File: config.mk
export PLATFORM = sky130hd
export DESIGN_NAME = hawk_att_lkup
export DESIGN_NICKNAME = d
export VERILOG_FILES = /design/src/rtl/hawk_att_lkup.sv
export SDC_FILE = /design/constraint.sdc
export NUM_CORES = 1
export LEC_CHECK = 0
export BUFFER_PORTS_ARGS = -buffer_cell sky130_fd_sc_hd__buf_2
export CORE_AREA = 2 2 281 283
export CTS_CLUSTER_SIZE = 10
export DETAILED_ROUTE_END_ITERATION = 10
export DIE_AREA = 0 0 283 285
export PLACE_DENSITY = 0.37
export SYNTH_ARGS = -nofsm -noshare
export SYNTH_HDL_FRONTEND = slang
export SYNTH_SLANG_ARGS = --single-unit
File: constraint.sdc
create_clock -name clk_i -period 5.4 [get_ports clk_i]
set_clock_uncertainty 0.1 [all_clocks]
set_input_delay 0.81 -clock clk_i [delete_from_list [all_inputs] [get_ports clk_i]]
set_output_delay 0.81 -clock clk_i [all_outputs]
set_load 0.02 [all_outputs]
File: src/rtl/hawk_att_lkup.sv
// hawk_att_lkup: single-outstanding ATT lookup.
// Takes a host page number and maps it to an ATT entry index. It reads the
// 64-byte ATT block that holds the entry with one single-beat AXI read, then
// decodes the 8-byte AttEntry into a translation packet.
// Ports:
//   clk_i, rst_i            clock, asynchronous active-high reset
//   lkup_*                  request handshake: hppa page number, zero-block-write flag
//   ar_*                    AXI read-address channel (single beat, len 0)
//   r_*                     AXI read-data channel
//   trnsl_*                 translation result: ppa, status, allow, zpd update, error, entry id
module hawk_att_lkup #(
  parameter int unsigned           ADDR_W    = 64,
  parameter int unsigned           DATA_W    = 512,
  parameter logic [ADDR_W-1:0]     ATT_START = 64'hFFF6100000,
  parameter logic [ADDR_W-1:0]     HPPA_BASE = 64'hFFF6400000,
  parameter int unsigned           ENTRY_CNT = 8,
  parameter bit                    BYTESWAP  = 1'b1,
  localparam int unsigned          EID_W     = (ENTRY_CNT > 1) ? $clog2(ENTRY_CNT) : 1
) (
  input  logic                 clk_i,
  input  logic                 rst_i,
  input  logic                 lkup_valid_i,
  output logic                 lkup_ready_o,
  input  logic [ADDR_W-13:0]   lkup_hppa_i,
  input  logic                 lkup_zeroblkwr_i,
  output logic                 ar_valid_o,
  input  logic                 ar_ready_i,
  output logic [ADDR_W-1:0]    ar_addr_o,
  output logic [7:0]           ar_len_o,
  input  logic                 r_valid_i,
  output logic                 r_ready_o,
  input  logic [DATA_W-1:0]    r_data_i,
  input  logic [1:0]           r_resp_i,
  input  logic                 r_last_i,
  output logic                 trnsl_valid_o,
  input  logic                 trnsl_ready_i,
  output logic [ADDR_W-1:0]    trnsl_ppa_o,
  output logic [1:0]           trnsl_sts_o,
  output logic                 trnsl_allow_o,
  output logic                 trnsl_zpd_update_o,
  output logic [7:0]           trnsl_zpd_cnt_o,
  output logic                 trnsl_err_o,
  output logic [EID_W-1:0]     trnsl_eid_o
);

  localparam int unsigned PG_W = ADDR_W - 12;

  typedef enum logic [1:0] {IDLE, AR, R, RSP} state_t;

  state_t              state;
  logic                lkup_ready_q;
  logic                ar_valid_q;
  logic                r_ready_q;
  logic                trnsl_valid_q;
  logic [ADDR_W-1:0]   ar_addr_q;
  logic [63:0]         entry_q;
  logic [EID_W-1:0]    eid_q;
  logic [2:0]          slot_q;
  logic                err_q;
  logic                zbw_q;

  logic [PG_W-1:0]     idx_w;
  logic                idx_oor;
  logic [ADDR_W-1:0]   blk_addr;
  logic [63:0]         beat_raw;
  logic [63:0]         beat_entry;

  function automatic logic [63:0] byte_rev(input logic [63:0] v);
    logic [63:0] o;
    o = '0;
    for (int unsigned i = 0; i < 8; i++) begin
      o[8*i +: 8] = v[8*(7-i) +: 8];
    end
    return o;
  endfunction

  // Below-base pages wrap to huge indices, so one unsigned compare covers both ends.
  always_comb begin
    idx_w    = lkup_hppa_i - HPPA_BASE[ADDR_W-1:12];
    idx_oor  = (idx_w >= PG_W'(ENTRY_CNT));
    blk_addr = ATT_START + (ADDR_W'(idx_w >> 3) << 6);
  end

  always_comb begin
    beat_raw   = r_data_i[{slot_q, 6'b000000} +: 64];
    beat_entry = BYTESWAP ? byte_rev(beat_raw) : beat_raw;
  end

  always_ff @(posedge clk_i or posedge rst_i) begin
    if (rst_i) begin
      state         <= IDLE;
      lkup_ready_q  <= 1'b1;
      ar_valid_q    <= 1'b0;
      r_ready_q     <= 1'b0;
      trnsl_valid_q <= 1'b0;
      ar_addr_q     <= '0;
      entry_q       <= '0;
      eid_q         <= '0;
      slot_q        <= '0;
      err_q         <= 1'b0;
      zbw_q         <= 1'b0;
    end else begin
      case (state)
        IDLE: begin
          if (lkup_valid_i) begin
            lkup_ready_q <= 1'b0;
            zbw_q        <= lkup_zeroblkwr_i;
            eid_q        <= idx_w[EID_W-1:0];
            slot_q       <= idx_w[2:0];
            // Cleared so an out-of-range response decodes to sts=0, ppa=0, zpd=0.
            entry_q      <= '0;
            if (idx_oor) begin
              err_q         <= 1'b1;
              trnsl_valid_q <= 1'b1;
              state         <= RSP;
            end else begin
              err_q      <= 1'b0;
              ar_addr_q  <= blk_addr;
              ar_valid_q <= 1'b1;
              state      <= AR;
            end
          end
        end
        AR: begin
          if (ar_ready_i) begin
            ar_valid_q <= 1'b0;
            r_ready_q  <= 1'b1;
            state      <= R;
          end
        end
        R: begin
          if (r_valid_i) begin
            entry_q <= beat_entry;
            err_q   <= err_q | (r_resp_i != 2'b00);
            if (r_last_i) begin
              r_ready_q     <= 1'b0;
              trnsl_valid_q <= 1'b1;
              state         <= RSP;
            end
          end
        end
        RSP: begin
          if (trnsl_ready_i) begin
            trnsl_valid_q <= 1'b0;
            lkup_ready_q  <= 1'b1;
            state         <= IDLE;
          end
        end
        default: state <= IDLE;
      endcase
    end
  end

  // Decode straight from captured registers; they only change outside RSP,
  // so the packet is stable for the whole response handshake.
  logic [1:0] sts;
  logic [7:0] zpd;
  logic       zpd_upd;

  always_comb begin
    sts     = entry_q[1:0];
    zpd     = entry_q[63:56];
    zpd_upd = zbw_q & (sts == 2'b01) & ~err_q;
  end

  assign lkup_ready_o       = lkup_ready_q;
  assign ar_valid_o         = ar_valid_q;
  assign ar_addr_o          = ar_addr_q;
  assign ar_len_o           = '0;
  assign r_ready_o          = r_ready_q;
  assign trnsl_valid_o      = trnsl_valid_q;
  assign trnsl_ppa_o        = {entry_q[ADDR_W-11:2], 12'h000};
  assign trnsl_sts_o        = sts;
  assign trnsl_allow_o      = sts[0] & ~err_q;
  assign trnsl_zpd_update_o = zpd_upd;
  assign trnsl_zpd_cnt_o    = zpd_upd ? ((zpd == 8'hFF) ? 8'hFF : zpd + 8'd1) : zpd;
  assign trnsl_err_o        = err_q;
  assign trnsl_eid_o        = eid_q;

  // Entry bits between the page field and the zpd count carry no meaning here.
  logic unused_entry_bits;
  assign unused_entry_bits = ^entry_q[55:ADDR_W-10];

endmodule
======== Word-level counts from Yosys, hierarchy flattened ========
Index checks and enable logic that the tools add are counted.
storage, ports and cells
  output and inout port bits .............. 156
  register bits ........................... 139
  bits of input ports ..................... 574
  word-level logic and storage cells ...... 81
operators by class
  reductions and logical operators ........ 15
  shift operators ......................... 1
  magnitude comparators ................... 1
  $add $sub $neg .......................... 3
  bitwise operators ....................... 6
  eq/ne operators ......................... 12
  mux-type cells .......................... 33
operators by type and width
  cell                      count
  $shiftx A512 B10 Y64      1
  $mux W64                  2
  $pmux W64 S2              1
  $add A40 B55 Y56 const A  1
  $ge A52 B4 Y1 const B     1
  $sub A52 B28 Y52 const B  1
  $mux W1                   16
  $mux W8                   2
  $ne A2 B2 Y1 const B      7
  $mux W2                   6
  $reduce_bool A2 Y1        5
  $reduce_and A3 Y1         3
  $add A8 B1 Y8 const B     1
  $eq A8 B8 Y1 const B      1
  $pmux W1 S2               4
  $pmux W2 S4               1
  $reduce_and A4 Y1         2
  $reduce_and A6 Y1         1
  $reduce_and A5 Y1         1
  $eq A2 B1 Y1 const B      2
  $eq A2 B2 Y1 const B      2
  $and A1 B1 Y1             3
  $pmux W1 S3               1
  $reduce_bool A3 Y1        1
  other kinds (4)           5

======== Logic depth before layout (Yosys ltp) ========
Gate-level depths: netlist of run 1.
  word-level depth ........................ 5
  depth in mapped cells ................... 12
  depth with buffers taken out ............ 10

======== Worst setup path before layout of run 1 ========
OpenSTA, ideal clock, no wires.
  kind .................................... input port to flip-flop
  start ................................... input port lkup_hppa_i[31]
  end ..................................... register ar_addr_q[13], in the netlist ar_addr_o[13]
  path slack .............................. 1.972 ns
  arrival ................................. 3.201 ns
  buffers on the path ..................... 2
  stages .................................. 10
  cells stage by stage .................... or4_1 buf_2 or4_1 a21oi_1 o211ai_1 nor4_4 nand4_4 nor2_4 buf_6 mux2_1
between the ends
  longest elaborated chain between the ends .. 4
RTL lines
  what                         RTL line  RTL
  start, declared              24        input logic [ADDR_W-13:0] lkup_hppa_i,
  $sub A52 B28 Y52             79        idx_w = lkup_hppa_i - HPPA_BASE[ADDR_W-1:12];
  $ge A52 B4 Y1                80        idx_oor = (idx_w >= PG_W'(ENTRY_CNT));
  $not A1 Y1 (no line)         --
  $reduce_and A3 Y1 (no line)  --
  end signal, assigned         118       ar_addr_q <= blk_addr;
  end, declared                55        logic [ADDR_W-1:0] ar_addr_q;
No other way between the ends.
A chain may end at the register's enable or synchronous reset.

======== Worst setup path in the final report of run 1 ========
  start ................................... input port lkup_hppa_i[10]
  end ..................................... register ar_addr_q[38], in the netlist ar_addr_o[38]
between the ends
  longest elaborated chain between the ends .. 4
  elaborated cells on any way between the ends .. 5
  classes of those cells .................. add/sub (2); order compare (1); bitwise (1); reduce/logical (1)
RTL lines
  what                         RTL line
  $sub A52 B28 Y52 (*)         79
  $ge A52 B4 Y1                80
  $not A1 Y1 (no line)         --
  $reduce_and A3 Y1 (no line)  --
Every way passes the cells marked *; elsewhere a longest branch is shown, timed or not.

==> run metrics, run 1 <==
Core ar. between 70,000 and 80,000 µm²; drt first pass iters 5; CP endpoint kind flip-flop; Max-cap violations 0; CP Launch Type input pin; CTS Sinks 123; Synth top area share 31.51%; number of global-route vias before repair 10.24k; CTS clk-pin slew, worst paths 0.08 ns; ys async rst share 100.0%; total track usage 14.08%; clk_lat worst skew 0.47 ns; Max IR drop VDD 0.0002440 V; # hold bufs at CTS 0; I/O pin count 730; Die Area 80,660 µm²; wire per inst roughly 23 µm; Resize count post-CTS 0; Setup-failing EPs final 0; CTS Buf Count 17; syn avg cell area approximately 12 µm²; footprint of the multi-input gates approximately 5800 µm²; synth cell count leaders mux4_2 (124), dfrtp_1 (122), buf_4 (88); Power Density 440.4 nW/µm²; first-pass GRT wire length 79.47 mm; port bufs 679; final worst slack about 1.7 ns; top cells by area, synth dfrtp_1 (32%), mux4_2 (29%), buf_4 (6.8%); Slew HR 37.93%; number of H-tree levels 4; Worst-Margin Slew 0.9310 ns; initial antenna violation count 37; count of pins over their slew limit 0; DR vias 9,658; RSZ-0062 raised after global routing false; Post-Route WL about 58 mm; worst reg2reg setup slack 2.70 ns; hpwl dp 49.60 mm; die height around 290 µm; Root Buffer clkbuf_16; Max Fanout on Critical Path 35; Seq/Total Area, Yosys 31.78%; fmax 267.0 MHz; Post-layout nets ~2k; Hold Worst Slack 0.3528 ns; pin count of the biggest net entering global routing 71; final instance area ~14,000 µm²; drt via density 3.854; number of synthesized register bits 123; FF+latch area 3090 µm²; pre-CTS setup slack roughly 1.1 ns; Mapped Area 9689 µm²; # rows between 100 and 150; TNS Setup 0 ns; crit path time final 3.746 ns; Fillers 8,763; critical path arrival 4.06 ns; Layout area overhead 48.05%; synth unique cells 61; critical path required time ~5.7 ns; reg2reg start slot_q[0]; Yosys Warn Count 0; Post-synth EDFFs 0; leading area contributor after synthesis dfrtp_1; 1st-iter DRT viols 433; layout cells sized above 1 60.12%; Setup Buffers After CTS 0; Mapped Cells 842; Starting Density 12.43%; Top FF cell, synth dfrtp_1; Placed Area 13,750 µm²; Worst Hold Class input pin to asynchronous set/reset pin; Setup CP Type input pin to flip-flop; status complete, no violations; period utilisation layout a little over two thirds; gr ovfl total 0; Reg-to-Reg End entry_q[2]; CTS tree done; most frequent cell after synthesis mux4_2; Die Width between 200 and 300 µm; antenna viol nets, final 0; drc violations 0; Final Hold Violating Endpoints 0; GPL Wtd Cong 0.9213; clock buffer depth 2; Reg2Reg Depth 4; Leak 6.964 nW
==> how the worst max path moves through the flow <==
stage	to	slack [ns]	start
6_report	ar_addr_o[38]	1.65	lkup_hppa_i[10]
5_1_grt	ar_addr_o[37]	1.43	lkup_hppa_i[10]
4_1_cts	ar_addr_o[38]	1.65	lkup_hppa_i[10]
3_5_place_dp	ar_addr_o[39]	1.10	lkup_hppa_i[10]
3_3_place_gp	ar_addr_o[35]	1.11	lkup_hppa_i[10]
2_1_floorplan	ar_addr_o[10]	1.22	rst_i
==> cell families (layout without fill, tap and decap cells) <==
group           after synthesis  in the layout  share of synthesized area [%]
mux                         200            200                          36.80
xor+xnor                      7              7                         0.6328
buf+inv                     160            732                          9.814
compound gates              121            121                          7.270
fa+ha+maj                     9              9                          1.162
simple gates                221            221                          12.50
flops                       123            123                          31.78
other cells                   1             43                        0.03870
==> state kept, by name, indices dropped and copies added, names as in the netlist <==
register       flops
slot_q             3
lkup_ready_o       1
zbw_q              1
state              2
trnsl_valid_o      1
entry_q           62
trnsl_err_o        1
ar_addr_o         50
ar_valid_o         1
r_ready_o          1
==> critical path, cell delays in order <==
cell      delay (ns)
buf_2           0.12
inv_1           0.08
ha_1            0.21
nand2b_1        0.11
a21oi_1         0.67
nand3b_1        0.15
a31o_2          0.23
a211oi_1        0.38
nand4_4         0.26
nor2_4          0.41
buf_4           0.41
or2_2           0.17
==> layout make-up <==
class | instances | share of cell area, %
Clock inverter | 15 | 1.038
Timing Repair Buffer | 688 | 24.33
Multi-Input combinational cell | 592 | 40.45
Sequential cell | 123 | 21.54
Clock buffer | 17 | 2.966
Antenna cell | 9 | 0.1570
Inverter | 12 | 0.3489
Tap cell | 1050 | 9.158
==> routing by layer <==
| layer | vias to the layer above | part of all wire [%] | GRT usage [%] |
|---|---|---|---|
| li1 | 4282 | - | - |
| met1 | 4795 | 42 | 17.89 |
| met2 | 490 | 48 | 23.11 |
| met3 | 79 | 7.7 | 4.168 |
| met4 | 12 | 2.2 | 3.936 |
| met5 | - | 0.12 | 0 |
==> report_power, final <==
group / switching (W) / total, W / internal, W
Clock: 0.000569 / 0.00118 / 0.000610
Sequential: 0.000446 / 0.00164 / 0.00120
Combinational: 0.00187 / 0.00350 / 0.00163
==> layout by cell type (no fill, tap or decap), types with 9 or more instances in the layout <==
| cell | count |
|---|---|
| o21ai_0 | 74 |
| or2_1 | 10 |
| dfrtp_1 | 119 |
| nand2_1 | 78 |
| nor3_1 | 9 |
| clkbuf_16 | 17 |
| inv_1 | 11 |
| nor2b_1 | 35 |
| nand3_1 | 9 |
| buf_2 | 679 |
| conb_1 | 34 |
| ha_1 | 9 |
| mux4_2 | 124 |
| diode_2 | 9 |
| nor2_1 | 19 |
| mux2i_1 | 66 |
| a21oi_1 | 16 |
==> metrics by stage <==
step / util [%] / std cells / total power [W]
final: 18.40 / 2506 / 0.006318
after global routing: 18.38 / 2499 / 0.006792
after CTS: 18.37 / 2497 / 0.006536
after detailed placement: 17.63 / 2465 / 0.005300
after global placement: 17.63 / 2465 / 0.005262
after floorplan: - / 875 / 0.004174
Note: power is estimated with default switching activity, not from simulation.
==> inputs of run 2 (changes only) <==
--- a/config.mk
+++ b/config.mk
@@ -6,10 +6,10 @@
 export NUM_CORES = 1
 export LEC_CHECK = 0
 export BUFFER_PORTS_ARGS = -buffer_cell sky130_fd_sc_hd__buf_2
-export CORE_AREA = 2 2 281 283
+export CORE_AREA = 2 2 287 289
 export CTS_CLUSTER_SIZE = 10
 export DETAILED_ROUTE_END_ITERATION = 10
-export DIE_AREA = 0 0 283 285
+export DIE_AREA = 0 0 289 291
 export PLACE_DENSITY = 0.37
 export SYNTH_ARGS = -nofsm -noshare
 export SYNTH_HDL_FRONTEND = slang
==> constraint.sdc (replaced) <==
create_clock -name clk_i -period 3.1 [get_ports clk_i]
set_clock_uncertainty 0.1 [all_clocks]
set_input_delay 0.465 -clock clk_i [delete_from_list [all_inputs] [get_ports clk_i]]
set_output_delay 0.465 -clock clk_i [all_outputs]
set_load 0.02 [all_outputs]
==> run 2 against run 1 <==
Net effect: critical path depth shrank 2; cell area grew 3.3%; non-clock buffer count grew 49; die area grew 4.3%; first-iteration DRC count grew 10%; sequential share of layout area shrank 0.68 points; critical path type unchanged; largest cell class unchanged; largest power group unchanged.
==> run metrics, run 2 (same netlist as run 1, synthesis figures left out) <==
CTS Buf Count 17 (unchanged); critical path required time 3.41 ns (-2.30 ns); critical path arrival 3.20 ns (-0.86 ns); worst reg2reg setup slack 0.70 ns (-2.00 ns); 1st-iter DRT viols 478 (+10%); Starting Density 11.93% (-0.49 points); die height 291 µm (+2.1%); Worst-Margin Slew 0.7165 ns (-0.2145 ns); Post-layout nets 2,066 (+2.4%); Die Area 84,100 µm² (+4.3%); GPL Wtd Cong 0.9608 (+4.3%); hpwl dp 49.88 mm (+0.57%); drt via density 3.773 (-2.1%); gr ovfl total 0 (unchanged); largest register by flop count entry_q; Setup CP Type input pin to flip-flop; worst hold start lkup_hppa_i[0]; Final Util 18.24% (-0.16 points); drt first pass iters 6 (+1); Layout area overhead 52.87%; Leak 7.228 nW (+3.8%); # hold bufs at CTS 1 (+1); CP endpoint kind flip-flop; antenna viol nets, final 0 (unchanged); CTS clk-pin slew, worst paths 0.07 ns (about the same); status complete, no violations; I/O pin count 730 (unchanged); Setup-failing EPs final 0 (unchanged); period utilisation layout 93.25%; crit path time final a little under 3 ns; # rows 105 (+1.9%); Final Hold Violating Endpoints 0 (unchanged); number of H-tree levels 4 (unchanged); drc violations 0 (unchanged); crit-path max cell delay 0.65 ns (-0.02 ns); Max-cap violations 0 (unchanged); total track usage 13.39% (-0.69 points); Post-Route WL 57.23 mm (-0.77%); reg2reg start state[0]; wire per inst 22.21 µm (-3.5%); crit path from lkup_hppa_i[31]; fmax ~350 MHz; CTS Sinks 123 (unchanged); clock buffer depth 2 (unchanged); first-pass GRT wire length 78.35 mm (-1.4%); Slew HR 50.87% (+13 points); highest-count cells in the layout ignoring fill and taps buf_2 (679), mux4_2 (124), dfrtp_1 (119); Core ar. 81,190 µm² (+4.1%); clk_lat worst skew 0.47 ns (about the same); count of pins over their slew limit 0 (unchanged); pin count of the biggest net entering global routing 51 (-28%); Max Fanout on Critical Path 46 (+31%); Max IR drop VDD 0.0004329 V (+77%); initial antenna violation count 41 (+11%); Resize count post-CTS 0 (unchanged); critical path's top delay family simple AND/OR/NAND/NOR gates; Largest register FFs 62 (unchanged); CTS tree done; CP Cell Sequence buf_2 -> or4_1 -> nor4_4 -> o21ai_1 -> a221oi_1 -> o2111a_1 -> nand4_4 -> nor2_4 -> buf_12 -> or2_2; CP Launch Type input pin; DR vias 9,724 (+0.68%); Worst Hold Class input pin to flip-flop; RSZ-0062 raised after global routing false; Die Width 289 µm (+2.1%); Worst path slowest cell or4_1; Power Density 771.7 nW/µm² (+75%); Root Buffer clkbuf_16; commonest non-fill, non-tap cell in the layout buf_2; Setup Buffers After CTS 0 (unchanged); Crit path buffers/inverters 2 (-1); total power 0.01143 W (+81%); layout cells sized above 1 61.30% (+1.2 points); number of global-route vias before repair 10.32k (+0.77%); port bufs 679 (unchanged)
[run 2: cell count changes in the layout (fill, tap and decap cells not counted), moves of 3 or more]
cell / delta
inv_6: -3
buf_4: +42
buf_12: +6
clkinv_4: +5
[run 2: worst reg2reg max path, cell delays in order, from the launching register on]
cell	delay [ns]
dfrtp_1	0.40
inv_1	0.13
ha_1	0.38
mux2_2	0.40
nand2_4	0.37
buf_12	0.33
nand2_1	0.11
o21ai_0	0.07
[run 2: metrics by stage]
step           TNS, ns  instances  hold WS, ns  instance area (µm²)  setup slack [ns]
2_1_floorplan        0        875       0.3510                 9817           0.01657
3_3_place_gp    -8.358       2533       0.3432                14210           -0.1816
3_5_place_dp    -14.02       2533       0.3457                14210           -0.2908
4_1_cts              0       2566      0.06839                14780            0.2375
5_1_grt              0       2572      0.08837                14800           0.01274
6_report             0       2577       0.1336                14810            0.2092
[run 2: power breakdown]
part | internal, W | total [W] | switching [W]
combinational | 0.00309 | 0.00676 | 0.00367
sequential | 0.00209 | 0.00265 | 0.000561
clock | 0.00112 | 0.00202 | 0.000899
[run 2: path summary, 6_finish.rpt]
kind                            endpoint  cells after the start
max in group asynchronous      slot_q[2]                      4
min                            slot_q[0]                      2
min in group asynchronous  ar_addr_o[46]                      3
max                        ar_addr_o[37]                     10
max reg2reg                  entry_q[51]                      7
min reg2reg                ar_addr_o[30]                      1
[run 2: cell type report]
class / count / area (µm²)
antenna: 11 / 27.53
multi-input combinational: 592 / 5803
fill: 9167 / 66380
tap: 1070 / 1339
clock inverter: 14 / 137.6
clock buffer: 18 / 429.2
timing repair buffer: 737 / 3936
sequential: 123 / 3090
inverter: 12 / 48.80
[run 2: metal layers]
metal / part of all wire [%] / GRT usage [%]
met5: 0.27 / 0
met4: 2.3 / 4.627
met3: 7.9 / 4.687
met2: 47 / 21.28
met1: 43 / 16.72
